==> src/rtl/corner_packer_if.sv <==
// Pixel-stream and coordinate-output bundle for corner_packer.
// The design side uses the slave modport; the driving environment uses master.
interface corner_packer_if;
    logic        corner;
    logic        corner_valid;
    logic        out_valid;
    logic        out_ready;
    logic [9:0]  out_x;
    logic [9:0]  out_y;
    logic        frame_done;
    logic [15:0] frame_corners;
    logic        overflow;

    modport master (
        output corner, corner_valid, out_ready,
        input  out_valid, out_x, out_y, frame_done, frame_corners, overflow
    );

    modport slave (
        input  corner, corner_valid, out_ready,
        output out_valid, out_x, out_y, frame_done, frame_corners, overflow
    );
endinterface

==> src/rtl/corner_packer.sv <==
// Tracks raster position of a corner-decision stream, queues corner coordinates
// in a show-ahead FIFO and reports per-frame corner counts and sticky overflow.
module corner_packer #(
    parameter int IMG_W      = 64,
    parameter int IMG_H      = 64,
    parameter int FIFO_DEPTH = 16
) (
    input  logic       clk,
    input  logic       reset,
    corner_packer_if.slave bus
);
    localparam int AW = (FIFO_DEPTH > 1) ? $clog2(FIFO_DEPTH) : 1;
    localparam int CW = AW + 1;
    localparam logic [9:0]    X_LAST     = 10'(IMG_W - 1);
    localparam logic [9:0]    Y_LAST     = 10'(IMG_H - 1);
    localparam logic [CW-1:0] FULL_COUNT = CW'(FIFO_DEPTH);

    typedef struct packed {
        logic [9:0] x;
        logic [9:0] y;
    } coord_t;

    logic [9:0]    x_q;
    logic [9:0]    y_q;
    coord_t        mem [FIFO_DEPTH];
    logic [AW-1:0] wr_ptr_q;
    logic [AW-1:0] rd_ptr_q;
    logic [CW-1:0] count_q;
    logic [15:0]   frame_cnt_q;
    logic [15:0]   frame_corners_q;
    logic          frame_done_q;
    logic          overflow_q;

    logic          detect;
    logic          last_col;
    logic          last_pix;
    logic          fifo_empty;
    logic          fifo_full;
    logic          push;
    logic          pop;
    logic          drop;
    logic [15:0]   frame_cnt_inc;
    coord_t        head;

    // NOTE: every signal in this block is assigned on every path, so no latch can form.
    always_comb begin
        detect        = bus.corner_valid && bus.corner;
        last_col      = (x_q == X_LAST);
        last_pix      = last_col && (y_q == Y_LAST);
        fifo_empty    = (count_q == '0);
        fifo_full     = (count_q == FULL_COUNT);
        pop           = !fifo_empty && bus.out_ready;
        push          = detect && (!fifo_full || pop);
        drop          = detect && fifo_full && !pop;
        frame_cnt_inc = (detect && (frame_cnt_q != 16'hFFFF)) ? frame_cnt_q + 16'd1
                                                              : frame_cnt_q;
    end

    // NOTE: sequential state uses non-blocking assignments so all registers see pre-edge values.
    always_ff @(posedge clk) begin
        if (reset) begin
            x_q             <= '0;
            y_q             <= '0;
            frame_cnt_q     <= '0;
            frame_corners_q <= '0;
            frame_done_q    <= 1'b0;
            overflow_q      <= 1'b0;
        end else begin
            frame_done_q <= bus.corner_valid && last_pix;
            overflow_q   <= overflow_q || drop;
            if (bus.corner_valid) begin
                if (last_col) begin
                    x_q <= '0;
                    y_q <= last_pix ? '0 : y_q + 10'd1;
                end else begin
                    x_q <= x_q + 10'd1;
                end
            end
            // The last pixel's corner is folded into the published count.
            if (bus.corner_valid && last_pix) begin
                frame_corners_q <= frame_cnt_inc;
                frame_cnt_q     <= '0;
            end else begin
                frame_cnt_q     <= frame_cnt_inc;
            end
        end
    end

    always_ff @(posedge clk) begin
        if (reset) begin
            wr_ptr_q <= '0;
            rd_ptr_q <= '0;
            count_q  <= '0;
        end else begin
            if (push) wr_ptr_q <= wr_ptr_q + AW'(1);
            if (pop)  rd_ptr_q <= rd_ptr_q + AW'(1);
            case ({push, pop})
                2'b10:   count_q <= count_q + CW'(1);
                2'b01:   count_q <= count_q - CW'(1);
                default: count_q <= count_q;
            endcase
        end
    end

    // NOTE: storage is deliberately not reset; out_valid and the output mux hide stale entries.
    always_ff @(posedge clk) begin
        if (push) mem[wr_ptr_q] <= '{x: x_q, y: y_q};
    end

    assign head              = mem[rd_ptr_q];
    assign bus.out_valid     = !fifo_empty;
    assign bus.out_x         = fifo_empty ? 10'd0 : head.x;
    assign bus.out_y         = fifo_empty ? 10'd0 : head.y;
    assign bus.frame_done    = frame_done_q;
    assign bus.frame_corners = frame_corners_q;
    assign bus.overflow      = overflow_q;

    assert property (@(posedge clk) disable iff (reset) count_q <= FULL_COUNT);
    assert property (@(posedge clk) disable iff (reset) frame_done_q |=> !frame_done_q);
endmodule

==> src/flat_wrapper.sv <==
// flat-port wrapper written by rule: the top's interface ports become plain ports
module corner_packer_flat 
#(
    parameter int IMG_W      = 64,
    parameter int IMG_H      = 64,
    parameter int FIFO_DEPTH = 16
)
  (clk, reset, bus_corner, bus_corner_valid, bus_out_ready, bus_out_valid, bus_out_x, bus_out_y, bus_frame_done, bus_frame_corners, bus_overflow);
  corner_packer_if bus_i ();
  input  logic clk;
  input  logic reset;
  input wire logic [$bits(bus_i.corner)-1:0] bus_corner;
  input wire logic [$bits(bus_i.corner_valid)-1:0] bus_corner_valid;
  input wire logic [$bits(bus_i.out_ready)-1:0] bus_out_ready;
  output wire logic [$bits(bus_i.out_valid)-1:0] bus_out_valid;
  output wire logic [$bits(bus_i.out_x)-1:0] bus_out_x;
  output wire logic [$bits(bus_i.out_y)-1:0] bus_out_y;
  output wire logic [$bits(bus_i.frame_done)-1:0] bus_frame_done;
  output wire logic [$bits(bus_i.frame_corners)-1:0] bus_frame_corners;
  output wire logic [$bits(bus_i.overflow)-1:0] bus_overflow;
  assign bus_i.corner = bus_corner;
  assign bus_i.corner_valid = bus_corner_valid;
  assign bus_i.out_ready = bus_out_ready;
  assign bus_out_valid = bus_i.out_valid;
  assign bus_out_x = bus_i.out_x;
  assign bus_out_y = bus_i.out_y;
  assign bus_frame_done = bus_i.frame_done;
  assign bus_frame_corners = bus_i.frame_corners;
  assign bus_overflow = bus_i.overflow;
  corner_packer #(.IMG_W(IMG_W), .IMG_H(IMG_H), .FIFO_DEPTH(FIFO_DEPTH)) u_core (.clk(clk), .reset(reset), .bus(bus_i));
endmodule
==> config.mk <==
export PLATFORM = sky130hd
export DESIGN_NAME = corner_packer_flat
export DESIGN_NICKNAME = d
export VERILOG_FILES = /design/src/rtl/corner_packer_if.sv /design/src/rtl/corner_packer.sv /design/src/flat_wrapper.sv
export SDC_FILE = /design/constraint.sdc
export NUM_CORES = 1
export LEC_CHECK = 0
export ABC_AREA = 0
export ABC_CLOCK_PERIOD_IN_PS = 4350
export BUFFER_PORTS_ARGS = -buffer_cell sky130_fd_sc_hd__buf_2
export CAP_MARGIN = 15
export CORE_MARGIN = 2
export CORE_UTILIZATION = 36
export DETAILED_ROUTE_END_ITERATION = 16
export HOLD_SLACK_MARGIN = 0.02
export PLACE_DENSITY = 0.52
export SYNTH_ARGS = -nofsm -noshare
export SYNTH_HDL_FRONTEND = slang
export SYNTH_SLANG_ARGS = --single-unit
==> constraint.sdc <==
create_clock -name clk -period 4.35 [get_ports clk]
set_clock_uncertainty 0.1 [all_clocks]
set_input_delay 0.435 -clock clk [delete_from_list [all_inputs] [get_ports clk]]
set_output_delay 0.435 -clock clk [all_outputs]
set_load 0.02 [all_outputs]
Yosys cells after proc, flatten, opt, wreduce, memory -nomap -nowiden
Memories as Yosys holds them, arrays and structs flattened. A register that Yosys moved wholly into a read port is not among the register bits.
Cells that the tools add are included.
- input bits: 5
- output and inout port bits: 39
- word-level logic and storage cells: 50
- RAM bits: 320
- register bits: 67
- memories kept: 1
- muxes and demuxes: 10
- eq/ne operators: 6
- reductions and logical operators: 17
- add/subtract/negate cells: 7
- memories (memory ; words ; width ; read ports ; clocked after memory_dff ; wr ports ; RTL line ; source):
    u_core.mem ; 16 ; 20 ; 1 ; 1 ; 1 ; corner_packer.sv:25 ; coord_t mem [FIFO_DEPTH];
- operators with widths (kind ; count):
    $mux W10 ; 4
    $add A10 B1 Y10 const B ; 2
    $eq A10 B6 Y1 const B ; 2
    $add A16 B1 Y16 const B ; 1
    $mux W16 ; 1
    $ne A16 B16 Y1 const B ; 1
    $pmux W5 S2 ; 1
    $add A4 B1 Y4 const B ; 2
    $logic_and A1 B1 Y1 ; 8
    $mux W4 ; 2
    $add A5 B1 Y5 const B ; 1
    $eq A5 B5 Y1 const B ; 1
    $logic_not A5 Y1 ; 1
    $sub A5 B1 Y5 const B ; 1
    $logic_not A1 Y1 ; 3
    $eq A2 B1 Y1 const B ; 1
    $eq A2 B2 Y1 const B ; 1
    $logic_or A1 B1 Y1 ; 2
    $mux W1 ; 2
    $reduce_and A2 Y1 ; 1
    $reduce_bool A2 Y1 ; 1
    $reduce_or A2 Y1 ; 1

Depth between registers and ports, before layout
Gate-level depths: netlist of run 1.
- word-level depth: 7
- gate-level depth with buffers: 9
- mapped depth without buffers: 8

Least setup slack after synthesis of run 1
Ideal clock, no wire load.
- path type: input -> register
- start: in bus_out_ready
- end: mem u_core.mem[3][0] (netlist name) (enable)
- buffers on the path: 1
- path slack: 1.026 ns
- stages on the path: 5
- setup time: 0.422 ns
- arrival time: 2.802 ns
- path through: clkbuf_1 -> inv_1 -> a31oi_1 -> nand2_1 -> nor3_1
- cells in the longest elaborated chain, start to end: 5
- ends and longest elaborated chain (what ; RTL line ; source):
    start: declaration ; flat_wrapper.sv:14 ; input wire logic [$bits(bus_i.out_ready)-1:0] bus_out_ready;
    $logic_and A1 B1 Y1 ; corner_packer.sv:52 ; pop = !fifo_empty && bus.out_ready;
    $logic_or A1 B1 Y1 ; corner_packer.sv:53 ; push = detect && (!fifo_full || pop);
    $logic_and A1 B1 Y1 ; corner_packer.sv:53 ;
    $mux W1 ; corner_packer.sv:107 ; if (push) mem[wr_ptr_q] <= '{x: x_q, y: y_q};
    $mux W1 (implied by the code) ; corner_packer.sv:107 ;
    end: declaration ; corner_packer.sv:25 ;
Every way passes these cells.

==> results of run 1 <==
==> cell usage after synthesis, types with 11 or more instances <==
| library cell | number |
|---|---|
| buf_2 | 11 |
| o21ai_0 | 12 |
| nor3_1 | 14 |
| xor2_1 | 31 |
| nor2_1 | 64 |
| dfxtp_1 | 71 |
| mux4_2 | 100 |
| nand3_1 | 20 |
| clkbuf_1 | 24 |
| nand2_1 | 42 |
| edfxtp_1 | 320 |
| and2_1 | 20 |
==> cell families (layout without fill, tap and decap cells) <==
logic type	count (synthesis)	after routing	share of synthesized area, %
flip-flops	391	391	72.2
AND/OR/NAND/NOR	203	203	6.53
multiplexers	104	104	15.0
buffers and inverters	45	151	1.35
AO/OA/AOI/OAI	44	44	1.97
XOR/XNOR	37	37	2.12
adder cells (fa/ha/maj)	10	10	0.819
==> worst min-delay path, cell delays in order <==
cell	delay, ns
buf_2	0.19
nand3_1	0.10
a21oi_1	0.06
==> power by group through the flow <==
stage / Clock [mW] / Combinational [mW] / Sequential (mW)
global placement: 0 / 1.66 / 4.26
finish: 3.30 / 1.60 / 4.18
CTS: 3.39 / 1.66 / 4.18
floorplan: 0 / 1.23 / 4.18
global route: 3.54 / 1.76 / 4.19
detailed placement: 0 / 1.66 / 4.26
==> path summary, 6_finish.rpt <==
path | from | end | slack (ns) | depth (start not counted)
worst min-delay path | bus_corner_valid | u_core.x_q[1] | 0.17 | 3
worst max-delay path | flip-flop | bus_out_y[8] | 0.96 | 5
worst min register to register | u_core.bus.frame_corners[12] | u_core.bus.frame_corners[12] | 0.35 | 2
worst max register to register | u_core.x_q[6] | u_core.frame_cnt_q[10] | 1.72 | 5
==> area by class of cell <==
cell class	count	area, um2	share of cell area [%]
Clock buffer	56	1130	6.45
Clock inverter	16	126	0.719
Inverter	6	22.5	0.128
Multi-Input combinational cell	398	4090	23.3
Sequential cell	391	11000	62.8
Tap cell	539	674	3.84
Timing Repair Buffer	73	490	2.79
==> layout by cell type (no fill, tap or decap), drive strengths merged, types with 14 or more instances in the layout <==
master	count
nand3	20
buf	73
clkbuf	56
edfxtp	320
nor3	16
o21ai	21
mux4	100
dfxtp	71
nor2	64
xor2	31
clkinv	14
and2	20
nand2	42
==> routing by layer <==
| layer | routed length [um] | vias up | GRT usage (%) | part of all wire [%] |
|---|---|---|---|---|
| li1 | - | 3464 | - | - |
| met4 | 715 | 0 | 5.06 | 2.1 |
| met5 | 0 | - | 0 | 0 |
| met1 | 15900 | 4029 | 22.8 | 47 |
| met3 | 1090 | 45 | 2.25 | 3.2 |
| met2 | 15800 | 126 | 24.5 | 47 |
==> registers in the layout (all words and copies together), names as in the netlist, named ones only <==
register	cells
u_core.mem	320
u_core.bus.frame_corners	16
u_core.frame_cnt_q	16
u_core.x_q	10
u_core.y_q	10
u_core.count_q	5
u_core.rd_ptr_q	4
u_core.wr_ptr_q	4
u_core.bus.frame_done	1
u_core.bus.overflow	1
==> summary.txt, run 1 <==
Status
  – Status: complete, no violations

Layout
  – Fin area: 17,600 um2
  – Antenna Cells: 0
  – Filler Cell Count: ~3.7k
  – Final Net Count: 927
  – Fin cells: 1,479
  – P&R area growth vs syn: 15.1%
  – Post-Route Utilization: between 40% and 50%
  – Layout cell share with drive strength beyond 1: 28.0%

Setup path
  – Slowest cell on crit path: mux4_2
  – Delay-heaviest family, CP: multiplexers
  – CP required: about 3.8 ns
  – CP max stage delay: approximately 0.56 ns
  – WP data arrival: about 2.9 ns
  – Worst path buffer plus inverter count: 2
  – Worst setup SP type: flip-flop
  – Most frequent CP cell: mux4_2
  – Crit path cell chain: buf_12, mux4_2, mux4_2, and2_1, buf_2
  – Crit Path Class: reg2out
  – Critical Path Sink Type: output pin
  – Crit Path Max Fanout: a little under 50

STA
  – Min Clock Period, post-route: approximately 3.4 ns
  – Setup ws final: 0.958 ns
  – WHS: 0.173 ns
  – Hold Vio Cnt, Final: 0
  – F_max: 295 MHz
  – Setup TNS: 0 ns
  – Pins Over Slew Limit: 0
  – RSZ-0062 raised after global routing: false
  – Tcrit/Tclk final: 78.0%
  – Setup violations, final: 0
  – Relative slew margins: 35.2%
  – Worst Tran Pin Value: 0.972 ns

Place
  – Global placer's final weighted congestion: 0.723
  – Post-detail-place hpwl: a little under 20 mm
  – Port bufs: 43
  – Pre-CTS setup slack: between 1.5 and 2 ns
  – Area post-placement: 16,300 um2
  – Cells after DPL: between 1k and 1.5k

Power
  – LEAKAGE: 6.17 nW
  – Tot Pwr: a little over 9 mW
  – Sw Pwr: 2.38 mW
  – Switch share: 26.2%
  – Max VDD drop: around 0.36 mV
  – Gate power share: 17.7%
  – Power Density: just over 500 nW/um2
  – Int Pwr: 6.70 mW
  – Seq pwr share: 46.0%
  – Clock Power Share: 36.3%

Logic synthesis
  – Post-synthesis async set-or-reset flop share: 0%
  – Syn avg cell area: approximately 18 um2
  – Post-synthesis net count: 849
  – Cells after synthesis: 834
  – Share of the synthesized area in the top cell type: 62.9%
  – Yosys top cell by area: edfxtp_1
  – Synth top area cells: edfxtp_1 (63%), mux4_2 (15%), dfxtp_1 (9.3%), xor2_1 (1.8%), nor2_1 (1.6%)
  – Post-synth EDFFs: 320
  – Synthesized area: 15,300 um2
  – Synth Flop Type: edfxtp_1
  – Number of synthesized register bits: 391
  – Yosys Warn Count: 0
  – Sequential-to-total area share from yosys stat: approximately 72%
  – Distinct cells, synth: 46

Route
  – Post-route ant nets: 0
  – Vias/cell: 5.18
  – Pre-antenna DRT Iters: 5
  – Routed WL per cell: approximately 23 um
  – Post-route DRC: 0
  – DRT iter0 DRCs: 496
  – Final wirelength: 33.5 mm
  – Via count: 7,664

Die
  – Die area: 44,100 um2
  – Core Region: 41,900 um2
  – Die span in y: 210 um
  – Row cnt: 75
  – IO Count: 44
  – Initial Util: 36.4%
  – Die width: about 210 um

Global route
  – Global-route wire length before repair: 50.6 mm
  – GRT Total Usage: 15.7%
  – Largest net degree at the start of global routing: 50
  – Initial antenna violation count: 1
  – Vias in the first global route: ~8k
  – Grt ovf: 0

Clocking
  – H-tree depth: 2
  – Postcts setup bufs: 0
  – # resized after CTS: 0
  – CTS Sinks: around 390
  – CTS Root Cell: clkbuf_16
  – Clk buf depth: 3
  – Clk_lat worst skew: 0.56 ns
  – CTS clk-pin slew, worst paths: 0.06 ns
  – Hold_buf cts: 0
  – CTS Buf Count: 42
  – CTS tree: built

Job
  – Max-cap viol count: 0

Worst hold path
  – Hold Crit Class: in2reg
Note: power is estimated with default switching activity, not from simulation.
==> inputs of run 2 (changes only) <==
- ABC_CLOCK_PERIOD_IN_PS: 4350 -> 2910
- PLACE_DENSITY: 0.52 -> 0.54
- clock period: 4.35 -> 2.91 ns (I/O delays scaled with it)
==> run 2 against run 1 <==
The flow now finishes with violations (negative setup slack). Register-to-register slack worse by 1.2 ns. Critical path depth up 2. First-iteration DRC count down 6.3%. Clock power up 55%. Sequential cell count unchanged. Final cell count up 3.7%. Critical path type unchanged.
==> summary.txt, run 2 (synthesized netlist as in run 1, its figures left out) <==
Route
  – Final wirelength: 34.8 mm (+3.8%)
  – Via count: 7,929 (+3.5%)
  – Pre-antenna DRT Iters: 5 (unchanged)
  – DRT iter0 DRCs: 465 (-6.3%)
  – Post-route DRC: 0 (unchanged)
  – Routed WL per cell: 22.7 um (+0.15%)
  – Post-route ant nets: 0 (unchanged)
  – Vias/cell: 5.17 (-0.19%)

STA
  – Min Clock Period, post-route: 3.04 ns
  – Pins Over Slew Limit: 0 (unchanged)
  – Setup ws final: -0.131 ns (-1.09 ns)
  – Hold Vio Cnt, Final: 0 (unchanged)
  – RSZ-0062 raised after global routing: true
  – Tcrit/Tclk final: 105%
  – F_max: 329 MHz
  – Worst Tran Pin Value: 0.764 ns (-0.208 ns)
  – Relative slew margins: 49.1% (+14 points)
  – Setup violations, final: 20 (+20)
  – WHS: 0.0564 ns (-0.116 ns)

Die
  – Core Region: 41,900 um2 (unchanged)
  – Die span in y: 210 um (unchanged)
  – IO Count: 44 (unchanged)
  – Initial Util: 36.4% (unchanged)
  – Row cnt: 75 (unchanged)
  – Die width: 210 um (unchanged)
  – Die area: 44,100 um2 (unchanged)

Global route
  – Initial antenna violation count: 0 (-1)
  – GRT Total Usage: 16.1% (+0.42 points)
  – Grt ovf: 0 (unchanged)
  – Vias in the first global route: 7,950 (-0.56%)
  – Largest net degree at the start of global routing: 46 (-8.0%)
  – Global-route wire length before repair: 51.9 mm (+2.5%)

Setup path
  – Critical Path Sink Type: output pin
  – Crit Path Max Fanout: 7 (-86%)
  – Reg2reg setup slack: 0.48 ns (-1.24 ns)
  – WP data arrival: 2.65 ns (-0.21 ns)
  – Crit Path Class: reg2out
  – Reg2Reg Depth: 8 (+3)
  – Worst setup SP type: flip-flop
  – CP required: 2.52 ns (-1.30 ns)

Layout
  – Final Net Count: 980 (+5.7%)
  – Antenna Cells: 0 (unchanged)
  – Largest register FFs: 320 (unchanged)
  – Layout cell share with drive strength beyond 1: 33.8% (+5.8 points)
  – Post-Route Utilization: 44.1% (+2.2 points)
  – Commonest cells after routing, fill and taps aside: edfxtp_1 (320), mux4_2 (100), dfxtp_1 (68)
  – Commonest non-fill, non-tap cell in the layout: edfxtp_1
  – P&R area growth vs syn: 21.0%
  – Fin cells: 1,533 (+3.7%)
  – Most flops, register: u_core.mem

Clocking
  – Clk buf depth: 3 (unchanged)
  – H-tree depth: 2 (unchanged)
  – CTS tree: built
  – CTS Root Cell: clkbuf_16
  – CTS clk-pin slew, worst paths: 0.06 ns (about the same)
  – CTS Sinks: 391 (unchanged)
  – CTS Buf Count: 42 (unchanged)
  – Clk_lat worst skew: 0.55 ns (about the same)

Power
  – Sw Pwr: 3.81 mW (+60%)
  – LEAKAGE: 6.60 nW (+7.0%)
  – Int Pwr: 11.1 mW (+65%)
  – Seq pwr share: 41.6% (-4.4 points)
  – Power Density: 804 nW/um2 (+56%)
  – Gate power share: 24.1% (+6.4 points)
  – Max VDD drop: 0.369 mV (+2.2%)
  – Switch share: 25.6% (-0.60 points)
  – Clock Power Share: 34.3% (-2.0 points)
  – Tot Pwr: 14.9 mW (+64%)

Place
  – Pre-CTS setup slack: 0.365 ns (-1.13 ns)
  – Cells after DPL: 1,443 (+2.6%)
  – Global placer's final weighted congestion: 0.777 (+7.4%)
  – Post-detail-place hpwl: 19.6 mm (about the same)
  – Port bufs: 43 (unchanged)

Worst hold path
  – Hold Crit Class: in2reg
  – WHS Path Cells: 3 (unchanged)

Job
  – Max-cap viol count: 0 (unchanged)

Status
  – Status: finished, violations left
  – Failing checks: negative setup slack
==> run 2: cell types whose count changed in the layout (fill, tap and decap cells not counted), sizes merged <==
cell and change:
buf +51, bufinv +2, clkinvlp +1, clkinv +1
clkbuf -2, dlygate4sd3 +1
==> run 2: worst paths after layout <==
| path | from | endpoint |
|---|---|---|
| hold reg to reg | u_core.bus.frame_corners[15] | u_core.bus.frame_corners[15] |
| hold / removal | bus_corner_valid | u_core.x_q[1] |
| setup reg to reg | u_core.count_q[0] | u_core.count_q[4] |
| setup / recovery | flip-flop | bus_out_y[3] |
==> run 2: per-layer routing <==
metal / up-vias / track usage (%) / share of wire, %
met5: - / 0 / 0
met4: 0 / 4.84 / 1.8
met3: 44 / 2.86 / 4.3
met2: 152 / 25.9 / 48
met1: 4151 / 22.6 / 46
li1: 3582 / - / -
==> run 2: what timing repair did <==
action | 4_1_cts | 5_1_grt
setup endpoints to repair | 20 | 20
gates cloned | 8 | 1
endpoints found under the hold margin | 3 | 0
hold buffers | 1 | 0
resized for setup | 59 | 12
buffers inserted | 8 | 2
==> run 2: power by group through the flow <==
stage | Sequential (mW) | Clock, mW | Combinational, mW
finish | 6.18 | 5.11 | 3.58
global route | 6.19 | 5.45 | 3.80
CTS | 6.18 | 5.24 | 3.62
detailed placement | 6.32 | 0 | 2.59
global placement | 6.31 | 0 | 2.59
floorplan | 6.24 | 0 | 1.84
==> run 2: through the flow <==
step                      area [um2]  setup TNS (ns)
after CTS                      18500           -2.60
after detailed placement       16700               0
after floorplan                15300               0
final                          18500           -1.31
after global routing           18500           -2.58
after global placement         16700               0
==> run 2: area by class of cell <==
class	instances	area [um2]
clock buffer	53	1140
clock inverter	20	170
fill	3648	23500
inverter	6	22.5
multi-input combinational	398	4160
sequential	391	11000
tap	539	674
timing repair buffer	126	1270
==> run 2: worst max-delay path: stages, from the launching register on <==
cell and delay [ns]:
dfxtp_4 0.39, buf_12 0.12, buf_12 0.12, buf_16 0.14
mux4_2 0.51, mux4_2 0.50, and2_4 0.18, buf_6 0.12
==> inputs of run 3 (changes only) <==
- ABC_CLOCK_PERIOD_IN_PS: 2910 -> unset
- PLACE_DENSITY: 0.54 -> 0.55
==> run 3 against run 2 <==
Power shrank 1.1%. Die area is the same. Final cell count is essentially flat. Critical endpoint is now bus_out_x[3]. Final area is essentially flat. The flow still finishes with violations (negative setup slack).
==> summary.txt, run 3 (synthesized netlist as in run 1, its figures left out) <==
Status
  – Status: finished, violations left
  – Failing checks: negative setup slack

Clocking
  – CTS Root Cell: clkbuf_16
  – CTS tree: built
  – Clk buf depth: 3 (unchanged)
  – CTS clk-pin slew, worst paths: 0.06 ns (about the same)
  – Clk_lat worst skew: 0.55 ns (about the same)
  – CTS Buf Count: 42 (unchanged)
  – CTS Sinks: 391 (unchanged)
  – H-tree depth: 2 (unchanged)

Layout
  – Largest register FFs: 320 (unchanged)
  – Commonest non-fill, non-tap cell in the layout: edfxtp_1
  – Most flops, register: u_core.mem
  – P&R area growth vs syn: 20.9% (about the same)
  – Fin area: 18,500 um2 (about the same)
  – Commonest cells after routing, fill and taps aside: edfxtp_1 (320), mux4_2 (100), dfxtp_1 (68)
  – Final Net Count: 978 (-0.20%)
  – Antenna Cells: 0 (unchanged)
  – Layout cell share with drive strength beyond 1: 33.6% (-0.17 points)

Worst hold path
  – Hold Crit Class: in2reg
  – WHS Path Cells: 4 (+1)

Setup path
  – Most frequent CP cell: mux4_2
  – Slowest cell on crit path: mux4_2
  – Critical Path Sink Type: output pin
  – CP required: 2.52 ns (about the same)
  – CP max stage delay: 0.52 ns (about the same)
  – Worst setup SP type: flip-flop
  – Crit Path Max Fanout: 5 (-2)
  – Reg2Reg Depth: 8 (unchanged)
  – WP data arrival: 2.57 ns (-0.08 ns)
  – Crit Path Class: reg2out
  – Crit path cell chain: buf_12, clkbuf_16, mux4_2, mux4_2, and2_4, buf_6

Power
  – Max VDD drop: 0.440 mV (+19%)
  – LEAKAGE: 6.58 nW (-0.21%)
  – Power Density: 796 nW/um2 (-1.1%)
  – Tot Pwr: 14.7 mW (-1.1%)

STA
  – Relative slew margins: 47.5% (-1.6 points)
  – Hold Vio Cnt, Final: 0 (unchanged)
  – F_max: 337 MHz (+2.6%)
  – RSZ-0062 raised after global routing: true
  – Worst Tran Pin Value: 0.788 ns (+0.0233 ns)
  – Tcrit/Tclk final: 102% (-2.7 points)
  – Pins Over Slew Limit: 0 (unchanged)
  – Setup ws final: -0.0534 ns (+0.0778 ns)
  – Min Clock Period, post-route: 2.96 ns (-0.0778 ns)
  – Setup violations, final: 20 (unchanged)

Place
  – Port bufs: 43 (unchanged)
  – Area post-placement: 16,700 um2 (unchanged)
  – Post-detail-place hpwl: 19.1 mm (-2.7%)
  – Global placer's final weighted congestion: 0.779 (+0.35%)

Die
  – Core Region: 41,900 um2 (unchanged)
  – Die area: 44,100 um2 (unchanged)
  – IO Count: 44 (unchanged)
  – Initial Util: 36.4% (unchanged)
  – Die width: 210 um (unchanged)
  – Die span in y: 210 um (unchanged)
  – Row cnt: 75 (unchanged)

Route
  – Via count: 7,834 (-1.2%)
  – DRT iter0 DRCs: 472 (+1.5%)
  – Final wirelength: 33.6 mm (-3.3%)
  – Vias/cell: 5.11 (-1.1%)
  – Pre-antenna DRT Iters: 6 (+1)
  – Post-route ant nets: 0 (unchanged)
  – Routed WL per cell: 21.9 um (-3.3%)
  – Post-route DRC: 0 (unchanged)

Global route
  – Initial antenna violation count: 0 (unchanged)
  – Global-route wire length before repair: 50.2 mm (-3.2%)
  – GRT Total Usage: 15.5% (-0.56 points)
  – Vias in the first global route: 7,931 (-0.24%)
  – Grt ovf: 0 (unchanged)
  – Largest net degree at the start of global routing: 43 (-6.5%)

Job
  – Max-cap viol count: 0 (unchanged)
## run 3: cell count changes in the layout (fill, tap and decap cells not counted), sizes merged
cell	delta
buf	-6
clkbuf	+4
bufinv	-2
clkinv	+2
dlygate4sd3	+2
clkinvlp	-1
## run 3: path summary, 6_finish.rpt
path,from,to,slack (ns)
setup reg to reg,u_core.count_q[0],u_core.count_q[4],0.48
hold reg to reg,u_core.bus.frame_corners[12],u_core.bus.frame_corners[12],0.35
setup / recovery,flip-flop,bus_out_x[3],-0.05
hold / removal,bus_corner,u_core.frame_cnt_q[4],0.14
## run 3: report_power, final
group,internal (mW),total (mW),switching (mW)
Combinational,1.95,3.55,1.60
Clock,2.84,4.97,2.13
Sequential,6.08,6.18,0.0996
Total,10.9,14.7,3.83
## run 3: cell type report
class / instances / area (um2)
fillers: 3612 / 23500
flip-flops and latches: 391 / 11000
repair buffers: 124 / 1300
clock inverters: 19 / 140
clock buffers: 55 / 1130
multi-input cells: 398 / 4160
well taps: 539 / 674
inverters: 6 / 22.5
## run 3: repair_timing
action,in CTS,in global routing
gates cloned,6,3
hold buffers,3,0
gates resized for setup,30,44
setup endpoints to repair,20,20
setup buffers,9,3
hold endpoints to repair,9,0
## run 3: layer usage
metal / global-route usage, % / share of wire (%)
met4: 4.13 / 1.8
met1: 21.4 / 45
met3: 2.92 / 4.4
met5: 0 / 0
met2: 25.5 / 49
## run 3: worst max-delay path, delay by kind of cell (launching register included)
family        cells  cell delay, ns
flops             1            0.40
mux               2            1.02
buf+inv           3            0.40
simple gates      1            0.19
## run 3: stage by stage
step / util [%] / setup WS (ns) / instances / setup TNS (ns) / hold slack, ns
2_1_floorplan: - / 0.198 / 834 / 0 / 0.363
3_3_place_gp: 39.7 / 0.454 / 1438 / 0 / 0.335
3_5_place_dp: 39.7 / 0.433 / 1438 / 0 / 0.342
4_1_cts: 43.7 / -0.142 / 1530 / -2.40 / 0.111
5_1_grt: 44.0 / -0.127 / 1532 / -1.93 / 0.169
6_report: 44.0 / -0.0534 / 1532 / -0.496 / 0.144
